`config.mk`:
```
export PLATFORM = sky130hd
export DESIGN_NAME = led_frame_serializer_flat
export DESIGN_NICKNAME = d
export VERILOG_FILES = /design/src/rtl/led_frame_serializer_if.sv /design/src/rtl/led_frame_serializer.sv /design/src/flat_wrapper.sv
export SDC_FILE = /design/constraint.sdc
export NUM_CORES = 1
export LEC_CHECK = 0
export ABC_AREA = 1
export BUFFER_PORTS_ARGS = -buffer_cell sky130_fd_sc_hd__buf_2
export CAP_MARGIN = 15
export CORE_ASPECT_RATIO = 0.7
export CORE_MARGIN = 2
export CORE_UTILIZATION = 53
export DETAILED_ROUTE_END_ITERATION = 10
export PLACE_DENSITY_LB_ADDON = 0.15
export SLEW_MARGIN = 10
export SYNTH_ARGS = -nofsm -noshare
export SYNTH_HDL_FRONTEND = slang
export SYNTH_SLANG_ARGS = --single-unit
```
`constraint.sdc`:
```
create_clock -name rd_clk -period 1.5 [get_ports rd_clk]
set_clock_uncertainty 0.05 [all_clocks]
set_input_delay 0.075 -clock rd_clk [delete_from_list [all_inputs] [get_ports rd_clk]]
set_output_delay 0.075 -clock rd_clk [all_outputs]
set_load 0.01 [all_outputs]
```
`src/rtl/led_frame_serializer_if.sv`:
```
// FIFO read-port bundle between the zone-brightness prefetch FIFO and its reader.
// The reader (master) issues pops; the FIFO (slave) presents the head word and its valid flag.
interface led_frame_serializer_if #(
    parameter int DATA_WIDTH = 8
);
    logic                  fifo_rd_vld;
    logic [DATA_WIDTH-1:0] fifo_rd_data;
    logic                  fifo_rd_en;

    modport master (
        input  fifo_rd_vld,
        input  fifo_rd_data,
        output fifo_rd_en
    );

    modport slave (
        output fifo_rd_vld,
        output fifo_rd_data,
        input  fifo_rd_en
    );
endinterface

```
`src/rtl/led_frame_serializer.sv`:
```
// Pops ZONE_NUM words per frame from the prefetch FIFO and shifts them MSB-first onto sclk/sdo, then latches.
// Define LED_UNDERRUN_FILL_EN to substitute FILL_VALUE for timed-out zones instead of aborting the frame.
module led_frame_serializer #(
    parameter int                  DATA_WIDTH = 8,
    parameter int                  ZONE_NUM   = 64,
    parameter int                  SCLK_DIV   = 4,
    parameter int                  TIMEOUT    = 1024,
    parameter logic [DATA_WIDTH-1:0] FILL_VALUE = '0
) (
    input  logic                   rd_clk,
    input  logic                   rd_rst,
    input  logic                   frame_start,
    led_frame_serializer_if.master fifo,
    output logic                   led_sclk,
    output logic                   led_sdo,
    output logic                   led_latch,
    output logic                   busy,
    output logic                   frame_done,
    output logic                   underrun
);

    localparam int ZW = (ZONE_NUM > 1) ? $clog2(ZONE_NUM) : 1;
    localparam int BW = (DATA_WIDTH > 1) ? $clog2(DATA_WIDTH) : 1;
    localparam int DW = (SCLK_DIV > 1) ? $clog2(SCLK_DIV) : 1;
    localparam int WW = (TIMEOUT > 1) ? $clog2(TIMEOUT) : 1;

    localparam logic [ZW-1:0] ZONE_LAST = ZW'(ZONE_NUM - 1);
    localparam logic [BW-1:0] BIT_LAST  = BW'(DATA_WIDTH - 1);
    localparam logic [DW-1:0] DIV_LAST  = DW'(SCLK_DIV - 1);
    localparam logic [WW-1:0] WAIT_LAST = WW'(TIMEOUT - 1);

    localparam logic [1:0] IDLE  = 2'd0;
    localparam logic [1:0] FETCH = 2'd1;
    localparam logic [1:0] SHIFT = 2'd2;
    localparam logic [1:0] LATCH = 2'd3;

    logic [1:0]            state_reg,    state_next;
    logic [ZW-1:0]         zone_cnt_reg, zone_cnt_next;
    logic [BW-1:0]         bit_cnt_reg,  bit_cnt_next;
    logic [DW-1:0]         div_cnt_reg,  div_cnt_next;
    logic [WW-1:0]         wait_cnt_reg, wait_cnt_next;
    logic                  high_reg,     high_next;
    logic [DATA_WIDTH-1:0] shreg_reg,    shreg_next;
    logic                  sclk_reg,     sclk_next;
    logic                  sdo_reg,      sdo_next;
    logic                  latch_reg,    latch_next;
    logic                  busy_reg,     busy_next;
    logic                  done_reg,     done_next;
    logic                  underrun_reg, underrun_next;
`ifdef LED_UNDERRUN_FILL_EN
    logic                  seen_reg,     seen_next;
`endif

    logic                  load_en;
    logic [DATA_WIDTH-1:0] load_data;
    logic [DATA_WIDTH-1:0] shifted;
    logic                  pop;

    // Pop is combinational so the head word is consumed in the same cycle it is captured.
    assign pop             = (state_reg == FETCH) && fifo.fifo_rd_vld;
    assign fifo.fifo_rd_en = pop;

    always_comb begin
        state_next    = state_reg;
        zone_cnt_next = zone_cnt_reg;
        bit_cnt_next  = bit_cnt_reg;
        div_cnt_next  = div_cnt_reg;
        wait_cnt_next = wait_cnt_reg;
        high_next     = high_reg;
        shreg_next    = shreg_reg;
        sclk_next     = sclk_reg;
        sdo_next      = sdo_reg;
        latch_next    = latch_reg;
        busy_next     = busy_reg;
        done_next     = 1'b0;
        underrun_next = 1'b0;
`ifdef LED_UNDERRUN_FILL_EN
        seen_next     = seen_reg;
`endif
        load_en       = 1'b0;
        load_data     = fifo.fifo_rd_data;
        shifted       = shreg_reg << 1;

        case (state_reg)
            IDLE: begin
                if (frame_start) begin
                    state_next    = FETCH;
                    zone_cnt_next = '0;
                    wait_cnt_next = '0;
                    busy_next     = 1'b1;
`ifdef LED_UNDERRUN_FILL_EN
                    seen_next     = 1'b0;
`endif
                end
            end

            FETCH: begin
                if (pop) begin
                    load_en   = 1'b1;
                    load_data = fifo.fifo_rd_data;
                end else if (wait_cnt_reg == WAIT_LAST) begin
                    shreg_next    = FILL_VALUE;
                    wait_cnt_next = '0;
`ifdef LED_UNDERRUN_FILL_EN
                    // Only the first starved zone of a frame is reported.
                    underrun_next = !seen_reg;
                    seen_next     = 1'b1;
                    load_en       = 1'b1;
                    load_data     = FILL_VALUE;
`else
                    underrun_next = 1'b1;
                    busy_next     = 1'b0;
                    sclk_next     = 1'b0;
                    sdo_next      = 1'b0;
                    state_next    = IDLE;
`endif
                end else begin
                    wait_cnt_next = wait_cnt_reg + 1'b1;
                end

                if (load_en) begin
                    shreg_next    = load_data;
                    sdo_next      = load_data[DATA_WIDTH-1];
                    sclk_next     = 1'b0;
                    bit_cnt_next  = '0;
                    div_cnt_next  = '0;
                    high_next     = 1'b0;
                    wait_cnt_next = '0;
                    state_next    = SHIFT;
                end
            end

            SHIFT: begin
                if (div_cnt_reg != DIV_LAST) begin
                    div_cnt_next = div_cnt_reg + 1'b1;
                end else begin
                    div_cnt_next = '0;
                    if (!high_reg) begin
                        high_next = 1'b1;
                        sclk_next = 1'b1;
                    end else if (bit_cnt_reg == BIT_LAST) begin
                        high_next     = 1'b0;
                        sclk_next     = 1'b0;
                        sdo_next      = 1'b0;
                        zone_cnt_next = zone_cnt_reg + 1'b1;
                        wait_cnt_next = '0;
                        if (zone_cnt_reg == ZONE_LAST) begin
                            state_next = LATCH;
                            latch_next = 1'b1;
                        end else begin
                            state_next = FETCH;
                        end
                    end else begin
                        // Data changes only at the start of a low phase.
                        high_next    = 1'b0;
                        sclk_next    = 1'b0;
                        bit_cnt_next = bit_cnt_reg + 1'b1;
                        shreg_next   = shifted;
                        sdo_next     = shifted[DATA_WIDTH-1];
                    end
                end
            end

            LATCH: begin
                if (div_cnt_reg != DIV_LAST) begin
                    div_cnt_next = div_cnt_reg + 1'b1;
                end else begin
                    div_cnt_next = '0;
                    latch_next   = 1'b0;
                    done_next    = 1'b1;
                    busy_next    = 1'b0;
                    state_next   = IDLE;
                end
            end

            default: begin
                state_next = IDLE;
                busy_next  = 1'b0;
                sclk_next  = 1'b0;
                sdo_next   = 1'b0;
                latch_next = 1'b0;
            end
        endcase
    end

    always_ff @(posedge rd_clk or posedge rd_rst) begin
        if (rd_rst) begin
            state_reg    <= IDLE;
            zone_cnt_reg <= '0;
            bit_cnt_reg  <= '0;
            div_cnt_reg  <= '0;
            wait_cnt_reg <= '0;
            high_reg     <= 1'b0;
            shreg_reg    <= '0;
            sclk_reg     <= 1'b0;
            sdo_reg      <= 1'b0;
            latch_reg    <= 1'b0;
            busy_reg     <= 1'b0;
            done_reg     <= 1'b0;
            underrun_reg <= 1'b0;
`ifdef LED_UNDERRUN_FILL_EN
            seen_reg     <= 1'b0;
`endif
        end else begin
            state_reg    <= state_next;
            zone_cnt_reg <= zone_cnt_next;
            bit_cnt_reg  <= bit_cnt_next;
            div_cnt_reg  <= div_cnt_next;
            wait_cnt_reg <= wait_cnt_next;
            high_reg     <= high_next;
            shreg_reg    <= shreg_next;
            sclk_reg     <= sclk_next;
            sdo_reg      <= sdo_next;
            latch_reg    <= latch_next;
            busy_reg     <= busy_next;
            done_reg     <= done_next;
            underrun_reg <= underrun_next;
`ifdef LED_UNDERRUN_FILL_EN
            seen_reg     <= seen_next;
`endif
        end
    end

    assign led_sclk   = sclk_reg;
    assign led_sdo    = sdo_reg;
    assign led_latch  = latch_reg;
    assign busy       = busy_reg;
    assign frame_done = done_reg;
    assign underrun   = underrun_reg;

endmodule

```
`src/flat_wrapper.sv`:
```
// flat-port wrapper written by rule: the top's interface ports become plain ports
module led_frame_serializer_flat 
#(
    parameter int                  DATA_WIDTH = 8,
    parameter int                  ZONE_NUM   = 64,
    parameter int                  SCLK_DIV   = 4,
    parameter int                  TIMEOUT    = 1024,
    parameter logic [DATA_WIDTH-1:0] FILL_VALUE = '0
)
  (rd_clk, rd_rst, frame_start, led_sclk, led_sdo, led_latch, busy, frame_done, underrun, fifo_fifo_rd_vld, fifo_fifo_rd_data, fifo_fifo_rd_en);
  led_frame_serializer_if #(.DATA_WIDTH(DATA_WIDTH)) fifo_i ();
  input  logic rd_clk;
  input  logic rd_rst;
  input  logic frame_start;
  output logic led_sclk;
  output logic led_sdo;
  output logic led_latch;
  output logic busy;
  output logic frame_done;
  output logic underrun;
  input wire logic [$bits(fifo_i.fifo_rd_vld)-1:0] fifo_fifo_rd_vld;
  input wire logic [$bits(fifo_i.fifo_rd_data)-1:0] fifo_fifo_rd_data;
  output wire logic [$bits(fifo_i.fifo_rd_en)-1:0] fifo_fifo_rd_en;
  assign fifo_i.fifo_rd_vld = fifo_fifo_rd_vld;
  assign fifo_i.fifo_rd_data = fifo_fifo_rd_data;
  assign fifo_fifo_rd_en = fifo_i.fifo_rd_en;
  led_frame_serializer #(.DATA_WIDTH(DATA_WIDTH), .ZONE_NUM(ZONE_NUM), .SCLK_DIV(SCLK_DIV), .TIMEOUT(TIMEOUT), .FILL_VALUE(FILL_VALUE)) u_core (.rd_clk(rd_clk), .rd_rst(rd_rst), .frame_start(frame_start), .fifo(fifo_i), .led_sclk(led_sclk), .led_sdo(led_sdo), .led_latch(led_latch), .busy(busy), .frame_done(frame_done), .underrun(underrun));
endmodule
```
# Word-level counts from Yosys, hierarchy flattened

Cells that the tools add are included.

Flip-flop bits (word level): 37
Input port bits: 12
Output and inout bits: 7
Word-level logic and storage cells: 122

Add/sub/neg operators: 4
Equal/unequal tests: 19
Mux-type cells: 66
Reductions and logical operators: 20

Operator list:

| kind                                           | count |
|---|---|
| two-way mux 10 bit                             | 7 |
| two-way mux 7 bit                              | 6 |
| case mux 10 bit (3 select lines)               | 1 |
| two-way mux 6 bit                              | 4 |
| two-way mux 1 bit                              | 23 |
| two-way mux 2 bit                              | 11 |
| AND reduction 5 bit                            | 4 |
| AND reduction 6 bit                            | 3 |
| != test 2 bit (second input constant)          | 8 |
| case mux 7 bit (2 select lines)                | 1 |
| two-way mux 3 bit                              | 4 |
| case mux 6 bit (2 select lines)                | 1 |
| adder 10 x 1 -> 10 bit (second input constant) | 1 |
| == test 10 bit (second input constant)         | 1 |
| case mux 1 bit (2 select lines)                | 4 |
| case mux 2 bit (4 select lines)                | 1 |
| nonzero test 2 bit                             | 4 |
| AND reduction 7 bit                            | 1 |
| adder 6 x 1 -> 6 bit (second input constant)   | 1 |
| == test 6 bit (second input constant)          | 1 |
| != test 2 x 1 -> 1 bit (second input constant) | 3 |
| != test 3 bit (second input constant)          | 2 |
| case mux 3 bit (2 select lines)                | 1 |
| nonzero test 3 bit                             | 2 |
| 13 further kinds                               | 14 |

# Logic depth before layout (Yosys ltp)

Gate-level depths: netlist of the first run.

Depth in word-level cells: 6
Depth in mapped cells: 10
Gate-level depth less buffers: 10

# Worst setup path after synthesis of the first run

No wires, ideal clock.

Path type: register to register
Start point: register u_core.state_reg[0]
End point: register u_core.wait_cnt_reg[3]
Library setup time: 0.117 ns
Arrival time: 1.445 ns
Required time: 1.333 ns
Path slack: -0.112 ns
Stages on the path, launching flop included: 10
Buffers on the path: 1
Period minus slack after synthesis: 1.612 ns
Cell sequence: dfrtp_1 inv_1 ha_1 buf_6 nand2_4 nand2_1 nor3_2 nand2_1 inv_1 nor2_1

Cells in the longest elaborated chain, start to end: 6
Elaborated cells between the ends (all ways): 15
Those cells by class: eq/ne: 7; mux: 4; reduce/logical: 4

RTL lines:

| element                                                                                  | line                                                   | source |
|---|---|---|
| start, declared                                                                          | led_frame_serializer.sv:37                             | `logic [1:0] state_reg, state_next;` |
| start signal, assigned                                                                   | led_frame_serializer.sv:205                            | `state_reg <= state_next;` |
| == test 2 x 1 -> 1 bit                                                                   | led_frame_serializer.sv:60, led_frame_serializer.sv:84 |  |
| logical AND 1 bit                                                                        | led_frame_serializer.sv:60                             | `assign pop = (state_reg == FETCH) && fifo.fifo_rd_vld;` |
| two-way mux 1 bit                                                                        | led_frame_serializer.sv:98                             | `if (pop) begin` |
| two-way mux 1 bit                                                                        | led_frame_serializer.sv:84                             | `case (state_reg)` |
| != test 3 bit (no source line) or two-way mux 10 bit (tied branches)                     | --                                                     |  |
| AND reduction 6 bit (no source line) or case mux 10 bit (3 select lines) (tied branches) | --                                                     |  |
| end signal, assigned                                                                     | led_frame_serializer.sv:209                            | `wait_cnt_reg <= wait_cnt_next;` |
| end, declared                                                                            | led_frame_serializer.sv:41                             | `logic [WW-1:0] wait_cnt_reg, wait_cnt_next;` |

Several ways; a longest one is shown, not always the timed one. The select of a mux whose other input is x is not followed.
A chain may end at the register's enable or synchronous reset.

# Worst setup path after layout of the first run

Start point: register u_core.state_reg[0]
End point: register u_core.bit_cnt_reg[1]

Cells in the longest elaborated chain, start to end: 6
Elaborated cells between the ends (all ways): 12
Those cells by class: eq/ne: 6; mux: 3; reduce/logical: 3

RTL lines:

| element                              | line                                                   | source |
|---|---|---|
| == test 2 x 1 -> 1 bit               | led_frame_serializer.sv:60, led_frame_serializer.sv:84 |  |
| logical AND 1 bit                    | led_frame_serializer.sv:60                             |  |
| two-way mux 1 bit                    | led_frame_serializer.sv:98                             |  |
| two-way mux 1 bit                    | led_frame_serializer.sv:84                             |  |
| != test 2 bit (no source line)       | --                                                     |  |
| AND reduction 5 bit (no source line) | --                                                     |  |
| end signal, assigned                 | led_frame_serializer.sv:207                            | `bit_cnt_reg <= bit_cnt_next;` |
| end, declared                        | led_frame_serializer.sv:39                             | `logic [BW-1:0] bit_cnt_reg, bit_cnt_next;` |

Several ways; a longest one is shown, not always the timed one. The select of a mux whose other input is x is not followed.

==> key figures, run 1 <==
Min path
  – Worst Hold Endpoint: u_core.shreg_reg[4]
  – Worst Hold Launch: fifo_fifo_rd_data[4]
  – Hold Path Depth: 3
  – Hold crit path type: primary input to flop

Floorplan
  – Die ar.: 4750 um^2
  – Effective utilization at floorplan: 0.561
  – I/O pin total: 19
  – Core Area: 3970 um^2
  – Die height: 58.3 um
  – Number of placement rows: 19
  – DIE WIDTH: 81.5 um

CTS
  – H-tree Lvls: 2
  – CTS tree: done
  – Sink Count: 37
  – TritonCTS buffer count: 5
  – Clock latency on the worst-skew pair: 0.30 ns
  – Longest Clk Path Bufs: 2
  – Root buffer cell: clkbuf_8
  – Worst-path clk slew: 0.08 ns

Finish
  – Core Util, Final: 0.831
  – Non-Filler Instances: 417
  – Post-route cell area: 3300 um^2
  – Final #Nets: 386
  – Area delta synth->final: 48.1%
  – Diodes inserted: 0
  – Sequential cell area: 928 um^2
  – Share of cells above drive strength 1: 0.468
  – Max FFs per register: 10
  – Fill cells: 214
  – Multi-input gate area: 1460 um^2

Place
  – Placement Cell Area: 2700 um^2
  – Gpl congestion: 0.897
  – Port-buffer cells: 18
  – Placed cells: 386
  – Hpwl dp: 3840 um

Timing
  – PnR worst setup slack: -0.151 ns
  – Endpoints failing setup: 34
  – Final slew viol count: 0
  – Relative slew slack: 0.681
  – Fin crit period: 1.65 ns
  – TNS Setup: -3.57 ns
  – RSZ-0062 raised after global routing: yes
  – Actual slew at the worst max-slew pin: 0.479 ns
  – Hold slack: 0.00885 ns
  – Max frequency: 606 MHz
  – Hold Vio Cnt, Final: 0
  – Final cycle utilization of the critical path: 1.10

Critical path
  – Critical Path AT: 1.83 ns
  – R2R Path End: u_core.bit_cnt_reg[1]
  – FF-to-FF path depth: 8
  – CP Launch Type: flop
  – Delay-heaviest family, CP: simple AND/OR/NAND/NOR gates
  – Reg2reg setup slack: -0.15 ns
  – Reg2reg start: u_core.state_reg[0]
  – CP max-delay cell: dfrtp_2
  – Crit path buffers/inverters: 2
  – Crit-path max FO: 8
  – Nature of the critical path endpoint: flop
  – Crit-path max cell delay: 0.43 ns
  – Crit Path Class: flop to flop
  – Critical Path, Cell by Cell: inv_4 > ha_4 > inv_4 > nor2_4 > nor2_4 > and3_4 > nand3_2 > o21ai_2
  – Crit path required time: 1.68 ns

Route
  – Drc violations: 0
  – Via density: 5.47
  – DR vias: 2283
  – Antenna-violating nets left: 0
  – Routed Wire Length: 7170 um
  – WL per Instance: 17.2 um
  – First-pass detailed-route iteration total: 4
  – Initial DRC Count: 214

Synthesis
  – FF+latch count, synth: 37
  – Syn. warnings: 0
  – Mapped Cells: 283
  – Mapped Nets: 305
  – Register area share after synthesis: 0.415
  – Syn_area_per_cell: 7.87 um^2
  – Synth unique cells: 33
  – Synthesized area: 2230 um^2

Status
  – Status: complete, but fails checks
  – Failing checks: negative setup slack

Global routing
  – GRT met1 Usage: 0.389
  – Largest net degree at the start of global routing: 38
  – Global-route wire length before repair: 10200 um
  – Vias in the first global route: 2188
  – Initial antenna violation count: 0
  – Total GRT Usage: 0.288
  – Aggregate global routing overflow: 0
  – GR Util met2: 0.444
  – GR met3 Demand/Resource: 0.0810
  – GRT Max-Usage Layer: met2

Power and ir drop
  – VDD IR max: 1.31 mV
  – Static leakage: 1.60 nW
  – PwrDens: 1990 nW/um^2

Flow run
  – # Max-Cap Violations: 0
==> through the flow <==
step	setup WS [ns]	power, mW
floorplan	-0.0270	3.26
global placement	-0.166	4.26
detailed placement	-0.164	4.31
CTS	-0.0847	5.89
global route	-0.280	6.95
finish	-0.151	6.58
==> cells by family (layout without fill, tap and decap cells) <==
| logic type | Yosys count | count (layout) | synth area share |
|---|---|---|---|
| AND/OR/NAND/NOR | 156 | 157 | 0.332 |
| flip-flops | 37 | 37 | 0.415 |
| adder cells (fa/ha/maj) | 10 | 10 | 0.0561 |
| buffers and inverters | 37 | 117 | 0.0696 |
| AO/OA/AOI/OAI | 40 | 41 | 0.115 |
| XOR/XNOR | 3 | 3 | 0.0118 |
==> metal layers <==
metal / wire [um] / up-vias / share of wire
met1: 2940 / 1069 / 0.41
met5: 0 / - / 0
met2: 3450 / 110 / 0.48
li1: - / 1076 / -
met4: 227 / 0 / 0.032
met3: 554 / 28 / 0.077
==> cell type report <==
type,instances,share of cell area
clock buffer,6,0.0220
inverter,33,0.0429
timing repair buffer,76,0.189
multi-input combinational,211,0.442
sequential,37,0.281
tap,52,0.0197
clock inverter,2,0.00303
==> how the worst max path moves through the flow <==
stage / startpoint / to / slack [ns] / depth (start not counted)
after floorplan: u_core.state_reg[1] / u_core.shreg_reg[6] / -0.03 / 9
after detailed placement: u_core.state_reg[1] / u_core.wait_cnt_reg[7] / -0.16 / 8
after global routing: u_core.bit_cnt_reg[0] / u_core.wait_cnt_reg[5] / -0.28 / 9
final: u_core.state_reg[0] / u_core.bit_cnt_reg[1] / -0.15 / 8
after CTS: u_core.state_reg[1] / u_core.bit_cnt_reg[0] / -0.08 / 7
after global placement: u_core.state_reg[1] / u_core.wait_cnt_reg[7] / -0.17 / 8
==> placed cells by master (no fill, tap or decap), types with 6 or more instances in the layout <==
master and count:
nand2_1 68, buf_4 42, dfrtp_1 35, inv_1 21
nor2_1 18, buf_2 17, nand2_2 15, o21ai_2 13
nand3_1 12, o21ai_1 12, buf_6 11, nand2_4 9
nor2_4 7, inv_2 6, nand3_2 6, nand4_1 6
==> repair_timing <==
item	in CTS	in global routing
resized for setup	69	27
endpoints found under the hold margin	38	0
setup buffers	12	6
hold buffers	2	0
pin swaps	23	18
endpoints found under the setup margin	34	36
gates cloned	2	1
==> power by group <==
| group | internal, mW | total, mW | switching (mW) |
|---|---|---|---|
| clock network | 0.323 | 0.698 | 0.376 |
| logic | 1.97 | 4.43 | 2.46 |
| registers | 1.24 | 1.45 | 0.208 |
==> cell usage after synthesis (all sizes together) <==
library cell / n / area, um^2
nand3: 20 / 123
dfrtp: 37 / 926
clkinv: 1 / 3.75
a21oi: 3 / 15.0
o31ai: 1 / 7.51
buf: 3 / 27.5
o21a: 1 / 7.51
ha: 10 / 125
o21ai: 27 / 165
inv: 32 / 120
nand3b: 2 / 15.0
clkbuf: 1 / 3.75
or2: 2 / 12.5
and3: 1 / 6.26
nor3: 4 / 30.0
o21bai: 2 / 15.0
nand2: 93 / 389
a21boi: 6 / 45.0
nor2: 28 / 128
xor2: 2 / 17.5
nand4: 6 / 37.5
xnor2: 1 / 8.76
==> worst reg2reg max path, delay by kind of cell, from the launching register on <==
kind / cells / cell delay [ns]
AOI/OAI and AO/OA: 1 / 0.07
and+or+nand+nor: 4 / 0.66
adders and majority gates: 1 / 0.22
buffers and inverters: 2 / 0.16
DFF: 1 / 0.43
(Power assumes the default switching activity.)
==> run 2: changes to the inputs <==
- ABC_AREA: 1 -> 0
==> key figures, run 2 <==
Global routing
  – Total GRT Usage: 0.256 (-0.0317)
  – Largest net degree at the start of global routing: 38 (unchanged)
  – Vias in the first global route: 1890 (-14%)
  – Initial antenna violation count: 0 (unchanged)
  – Global-route wire length before repair: 8830 um (-13%)
  – Aggregate global routing overflow: 0 (unchanged)

Status
  – Failing checks: negative setup slack
  – Status: complete, but fails checks

Flow run
  – # Max-Cap Violations: 0 (unchanged)

CTS
  – TritonCTS buffer count: 5 (unchanged)
  – Longest Clk Path Bufs: 2 (unchanged)
  – Worst-path clk slew: 0.09 ns (about the same)
  – Root buffer cell: clkbuf_8
  – Clock latency on the worst-skew pair: 0.30 ns (about the same)
  – Sink Count: 37 (unchanged)
  – CTS tree: done
  – H-tree Lvls: 2 (unchanged)

Synthesis
  – Syn_area_per_cell: 9.29 um^2 (+18%)
  – Cell taking the most area after synthesis: dfrtp_1
  – FF+latch count, synth: 37 (unchanged)
  – Async set-or-reset flop fraction in the synthesized netlist: 1.00 (unchanged)
  – Count leader, synth: nand2_1
  – Syn. warnings: 0 (unchanged)
  – Synth unique cells: 44 (+33%)
  – Most frequent cells after synthesis: nand2_1, dfrtp_1, o21ai_0, nor2_1, ha_1
  – Post-synth top area share: 0.437 (+0.0219)
  – Register area share after synthesis: 0.437 (+0.0219)
  – Synthesized area: 2120 um^2 (-5.0%)
  – Mapped Nets: 250 (-18%)
  – Top_reg_cell synth: dfrtp_1
  – EDFF count, synth: 0 (unchanged)
  – Mapped Cells: 228 (-19%)
  – Largest cells by area after synthesis: dfrtp_1, nand2_1, o21ai_0

Power and ir drop
  – VDD IR max: 1.41 mV (+7.6%)
  – Clock power frac: 0.131 (+0.025)
  – P_sw: 2.23 mW (-27%)
  – Static leakage: 1.47 nW (-8.3%)
  – Sequential power share: 0.245 (+0.024)
  – Combinational Power Share: 0.624 (-0.049)
  – Sw frac: 0.414 (-0.0484)
  – PwrDens: 1670 nW/um^2 (-16%)
  – Int Pwr: 3.15 mW (-11%)

Route
  – Initial DRC Count: 194 (-9.3%)
  – First-pass detailed-route iteration total: 4 (unchanged)
  – DR vias: 2153 (-5.7%)
  – Antenna-violating nets left: 0 (unchanged)
  – WL per Instance: 17.6 um (+2.1%)
  – Via density: 5.80 (+6.0%)
  – Routed Wire Length: 6520 um (-9.1%)
  – Drc violations: 0 (unchanged)

Place
  – Hpwl dp: 3780 um (-1.5%)
  – Place WS: -0.273 ns (-0.110 ns)
  – Gpl congestion: 0.864 (-3.7%)
  – Port-buffer cells: 18 (unchanged)

Floorplan
  – Die ar.: 4520 um^2 (-4.7%)
  – Number of placement rows: 19 (unchanged)
  – Core Area: 3870 um^2 (-2.4%)
  – Effective utilization at floorplan: 0.546 (-0.0150)
  – I/O pin total: 19 (unchanged)
  – DIE WIDTH: 79.5 um (-2.4%)
  – Die height: 56.9 um (-2.4%)

Timing
  – Hold slack: 0.148 ns (+0.139 ns)
  – Actual slew at the worst max-slew pin: 0.497 ns (+0.0180 ns)
  – Final slew viol count: 0 (unchanged)
  – PnR worst setup slack: -0.345 ns (-0.194 ns)
  – TNS Setup: -7.44 ns (-3.87 ns)
  – Final cycle utilization of the critical path: 1.23 (+0.130)
  – Endpoints failing setup: 35 (+2.9%)
  – Relative slew slack: 0.669 (-0.0120)
  – Fin crit period: 1.84 ns (+0.194 ns)
  – Max frequency: 542 MHz (-11%)
  – Hold Vio Cnt, Final: 0 (unchanged)
  – RSZ-0062 raised after global routing: yes

Finish
  – Share of cells above drive strength 1: 0.467 (-0.00141)
  – Max FFs per register: 10 (unchanged)
  – Diodes inserted: 0 (unchanged)
  – Area delta synth->final: 52.5%
  – Commonest non-fill, non-tap cell in the layout: buf_4
  – Commonest non-fill, non-tap cells in the layout: buf_4, nand2_1, dfrtp_1
  – Final #Nets: 340 (-12%)

Critical path
  – Crit path required time: 1.64 ns (-0.04 ns)
  – Critical Path, Cell by Cell: buf_4 > ha_4 > buf_6 > a211oi_2 > buf_4 > o21ai_0 > a22o_1
  – CP dominant cell by count: buf_4
  – Nature of the critical path endpoint: flop
  – Crit path from: u_core.state_reg[1]
  – Crit-path max cell delay: 0.40 ns (-0.03 ns)
  – CP Launch Type: flop
  – Critical Path AT: 1.99 ns (+0.16 ns)
  – Crit-path max FO: 7 (-1)
  – CP max-delay cell: dfrtp_1
  – Reg2reg start: u_core.state_reg[1]
  – Crit Path Class: flop to flop
  – Delay-heaviest family, CP: compound AO/OA/AOI/OAI gates
  – Reg2reg setup slack: -0.34 ns (-0.19 ns)
  – Crit path buffers/inverters: 3 (+1)

Min path
  – Worst Hold Launch: fifo_fifo_rd_data[7]
  – Hold crit path type: primary input to flop
run 2: area by class of cell:
class | count | area (um^2)
Multi-Input combinational cell | 177 | 1420
Inverter | 7 | 36.3
Fill cell | 216 | 646
Timing Repair Buffer | 89 | 688
Tap cell | 52 | 65.1
Clock buffer | 5 | 68.8
Timing Repair inverter | 1 | 6.26
Clock inverter | 3 | 17.5
Sequential cell | 37 | 927
run 2: metal layers:
| metal | vias up | part of all wire | wire (um) | track usage |
|---|---|---|---|---|
| li1 | 1014 | - | - | - |
| met1 | 1049 | 0.46 | 3020 | 0.360 |
| met2 | 69 | 0.46 | 3020 | 0.401 |
| met3 | 21 | 0.048 | 314 | 0.0611 |
| met4 | 0 | 0.024 | 156 | 0.0616 |
| met5 | - | 0 | 0 | 0 |
run 2: power by group through the flow:
| stage | sequential, mW | clock, mW | combinational [mW] |
|---|---|---|---|
| floorplan | 1.32 | 0 | 1.55 |
| global placement | 1.30 | 0 | 2.43 |
| detailed placement | 1.31 | 0 | 2.48 |
| CTS | 1.30 | 0.717 | 2.80 |
| global route | 1.34 | 0.745 | 3.57 |
| finish | 1.32 | 0.706 | 3.36 |
run 2: what timing repair did:
item                                   4_1_cts  5_1_grt
pin swaps                                    9        7
hold buffers                                 2        0
gates resized for setup                     25       35
setup endpoints to repair                   34       36
buffers inserted                             5        7
cloned                                       0        1
endpoints found under the hold margin       38        0
run 2: worst reg2reg max path, stage by stage (launching register included):
cell and delay [ns]:
dfrtp_1 0.40, buf_4 0.16, ha_4 0.18, buf_6 0.14, a211oi_2 0.25, buf_4 0.21
o21ai_0 0.11, a22o_1 0.23
run 2: metrics by stage:
step	util	power (mW)	instance area, um^2	cells
final	0.833	5.38	3230	371
after global routing	0.833	5.65	3230	371
after CTS	0.780	4.81	3020	364
after detailed placement	0.719	3.79	2790	349
after global placement	0.719	3.73	2790	349
after floorplan	-	2.87	2270	228
run 2: cells by family (layout without fill, tap and decap cells):
kind of cell / count (synthesis) / count (layout) / share of synthesized area
AO/OA/AOI/OAI: 64 / 64 / 0.210
flip-flops: 37 / 37 / 0.437
multiplexers: 10 / 10 / 0.0532
AND/OR/NAND/NOR: 93 / 93 / 0.212
buffers and inverters: 14 / 105 / 0.0284
adder cells (fa/ha/maj): 10 / 10 / 0.0591
run 2: worst paths after layout:
check,endpoint,cells after the start
worst max-delay path,u_core.wait_cnt_reg[7],7
worst min-delay path,u_core.led_sdo,4
worst max register to register,u_core.wait_cnt_reg[7],7
worst min register to register,u_core.div_cnt_reg[1],2
max in group asynchronous,u_core.state_reg[0],4
min in group asynchronous,u_core.wait_cnt_reg[4],4
==> run 3: changes to the inputs <==
--- a/config.mk
+++ b/config.mk
@@ -14,6 +14,8 @@
 export DETAILED_ROUTE_END_ITERATION = 10
 export PLACE_DENSITY_LB_ADDON = 0.15
+export SKIP_CTS_REPAIR_TIMING = 1
 export SLEW_MARGIN = 10
 export SYNTH_ARGS = -nofsm -noshare
 export SYNTH_HDL_FRONTEND = slang
 export SYNTH_SLANG_ARGS = --single-unit
+export TNS_END_PERCENT = 1
--- a/constraint.sdc
+++ b/constraint.sdc
@@ -3,3 +3,3 @@
 set_input_delay 0.075 -clock rd_clk [delete_from_list [all_inputs] [get_ports rd_clk]]
 set_output_delay 0.075 -clock rd_clk [all_outputs]
-set_load 0.01 [all_outputs]
+set_load 0.05 [all_outputs]
==> key figures, run 3 (same netlist as run 2, synthesis figures left out) <==
Status
  – Status: complete, but fails checks
  – Failing checks: negative setup slack

Finish
  – Share of cells above drive strength 1: 0.436 (-0.0308)
  – Area delta synth->final: 46.7%
  – Commonest non-fill, non-tap cell in the layout: buf_4
  – Commonest non-fill, non-tap cells in the layout: buf_4, nand2_1, dfrtp_1
  – Final #Nets: 335 (-1.5%)
  – Fill cells: 223 (+3.2%)
  – Diodes inserted: 0 (unchanged)
  – Sequential cell area: 926 um^2 (-0.13%)
  – Post-route cell area: 3110 um^2 (-3.8%)
  – Max FFs per register: 10 (unchanged)
  – Multi-input gate area: 1380 um^2 (-2.7%)

CTS
  – Root buffer cell: clkbuf_8
  – H-tree Lvls: 2 (unchanged)
  – Clock latency on the worst-skew pair: 0.30 ns (about the same)
  – Sink Count: 37 (unchanged)
  – CTS tree: done
  – Longest Clk Path Bufs: 2 (unchanged)
  – Worst-path clk slew: 0.08 ns (about the same)
  – TritonCTS buffer count: 5 (unchanged)

Timing
  – Max frequency: 558 MHz (+3.0%)
  – Final slew viol count: 0 (unchanged)
  – Actual slew at the worst max-slew pin: 0.470 ns (-0.0272 ns)
  – TNS Setup: -6.44 ns (+0.996 ns)
  – Hold slack: 0.133 ns (-0.0150 ns)
  – PnR worst setup slack: -0.292 ns (+0.0530 ns)
  – RSZ-0062 raised after global routing: yes
  – Hold Vio Cnt, Final: 0 (unchanged)
  – Relative slew slack: 0.687 (+0.0181)
  – Endpoints failing setup: 35 (unchanged)
  – Final cycle utilization of the critical path: 1.19 (-0.0354)
  – Fin crit period: 1.79 ns (-0.0530 ns)

Global routing
  – Vias in the first global route: 1902 (+0.63%)
  – Largest net degree at the start of global routing: 38 (unchanged)
  – Global-route wire length before repair: 8940 um (+1.3%)
  – Aggregate global routing overflow: 0 (unchanged)
  – Total GRT Usage: 0.262 (+0.00584)
  – Initial antenna violation count: 0 (unchanged)

Route
  – First-pass detailed-route iteration total: 4 (unchanged)
  – DR vias: 2052 (-4.7%)
  – WL per Instance: 15.5 um (-12%)
  – Drc violations: 0 (unchanged)
  – Initial DRC Count: 151 (-22%)
  – Via density: 5.61 (-3.4%)
  – Routed Wire Length: 5660 um (-13%)
  – Antenna-violating nets left: 0 (unchanged)

Place
  – Gpl congestion: 0.877 (+1.5%)
  – Place WS: -0.375 ns (-0.101 ns)
  – Placement Cell Area: 2740 um^2 (-1.8%)
  – Port-buffer cells: 18 (unchanged)
  – Hpwl dp: 3960 um (+4.8%)

Power and ir drop
  – Sequential power share: 0.258 (+0.013)
  – Combinational Power Share: 0.603 (-0.021)
  – VDD IR max: 1.01 mV (-28%)
  – Clock power frac: 0.138 (+0.007)
  – Overall Power: 5.05 mW (-6.1%)
  – P_sw: 2.12 mW (-5.0%)
  – Static leakage: 1.41 nW (-3.8%)
  – Sw frac: 0.419 (+0.00499)
  – PwrDens: 1630 nW/um^2 (-2.4%)
  – Int Pwr: 2.94 mW (-6.9%)

Floorplan
  – Die height: 56.9 um (unchanged)
  – I/O pin total: 19 (unchanged)
  – Effective utilization at floorplan: 0.546 (unchanged)
  – Core Area: 3870 um^2 (unchanged)
  – Die ar.: 4520 um^2 (unchanged)
  – Number of placement rows: 19 (unchanged)
  – DIE WIDTH: 79.5 um (unchanged)

Min path
  – Hold crit path type: primary input to flop

Critical path
  – CP Launch Type: flop
  – Critical Path AT: 1.94 ns (-0.05 ns)
  – Crit-path max FO: 7 (unchanged)
  – Crit Path Class: flop to flop
  – Nature of the critical path endpoint: flop
  – Crit path required time: 1.65 ns (about the same)

Flow run
  – # Max-Cap Violations: 0 (unchanged)
## run 3: cell count changes in the layout (fill, tap and decap cells not counted), sizes merged
cell | before | now
clkbuf | 5 | 6
inv | 8 | 7
clkinvlp | 1 | 0
buf | 87 | 83
## run 3: final timing paths
| kind | to | depth (start not counted) | startpoint | slack (ns) |
|---|---|---|---|---|
| max in group asynchronous | u_core.div_cnt_reg[0] | 4 | rd_rst | 0.70 |
| setup reg to reg | u_core.wait_cnt_reg[6] | 7 | u_core.state_reg[1] | -0.29 |
| hold reg to reg | u_core.bit_cnt_reg[0] | 1 | u_core.bit_cnt_reg[0] | 0.45 |
| setup / recovery | u_core.wait_cnt_reg[6] | 7 | u_core.state_reg[1] | -0.29 |
| min in group asynchronous | u_core.wait_cnt_reg[0] | 4 | rd_rst | 0.36 |
| hold / removal | u_core.shreg_reg[2] | 4 | fifo_fifo_rd_data[2] | 0.13 |
## run 3: through the flow
step,util,instances
floorplan,-,228
detailed placement,0.706,352
CTS,0.728,360
global route,0.802,366
finish,0.802,366
global placement,0.706,352
## run 3: area by class of cell
type,instances,share of cell area
Clock buffer,6,0.0234
Clock inverter,2,0.00322
Inverter,7,0.00926
Multi-Input combinational cell,177,0.445
Sequential cell,37,0.298
Tap cell,52,0.0209
Timing Repair Buffer,85,0.201
## run 3: critical path: stages (launching register included)
cell and delay, ns:
dfrtp_1 0.41, buf_4 0.17, ha_4 0.17, buf_6 0.13, a211oi_2 0.23, buf_4 0.20, o21ai_0 0.10, a22o_1 0.23
## run 3: metal layers
metal,GRT usage,up-vias,part of all wire
met5,0,-,0
met4,0.0862,0,0.018
met3,0.0482,10,0.055
met2,0.387,55,0.44
met1,0.388,981,0.48
li1,-,1006,-
## run 3: power groups by stage
stage                     logic, mW  clock network [mW]  registers [mW]
final                          3.05               0.700            1.30
after CTS                      2.53               0.702            1.28
after floorplan                1.37                   0            1.36
after global placement         2.47                   0            1.29
after global routing           3.31               0.740            1.32
after detailed placement       2.51                   0            1.30
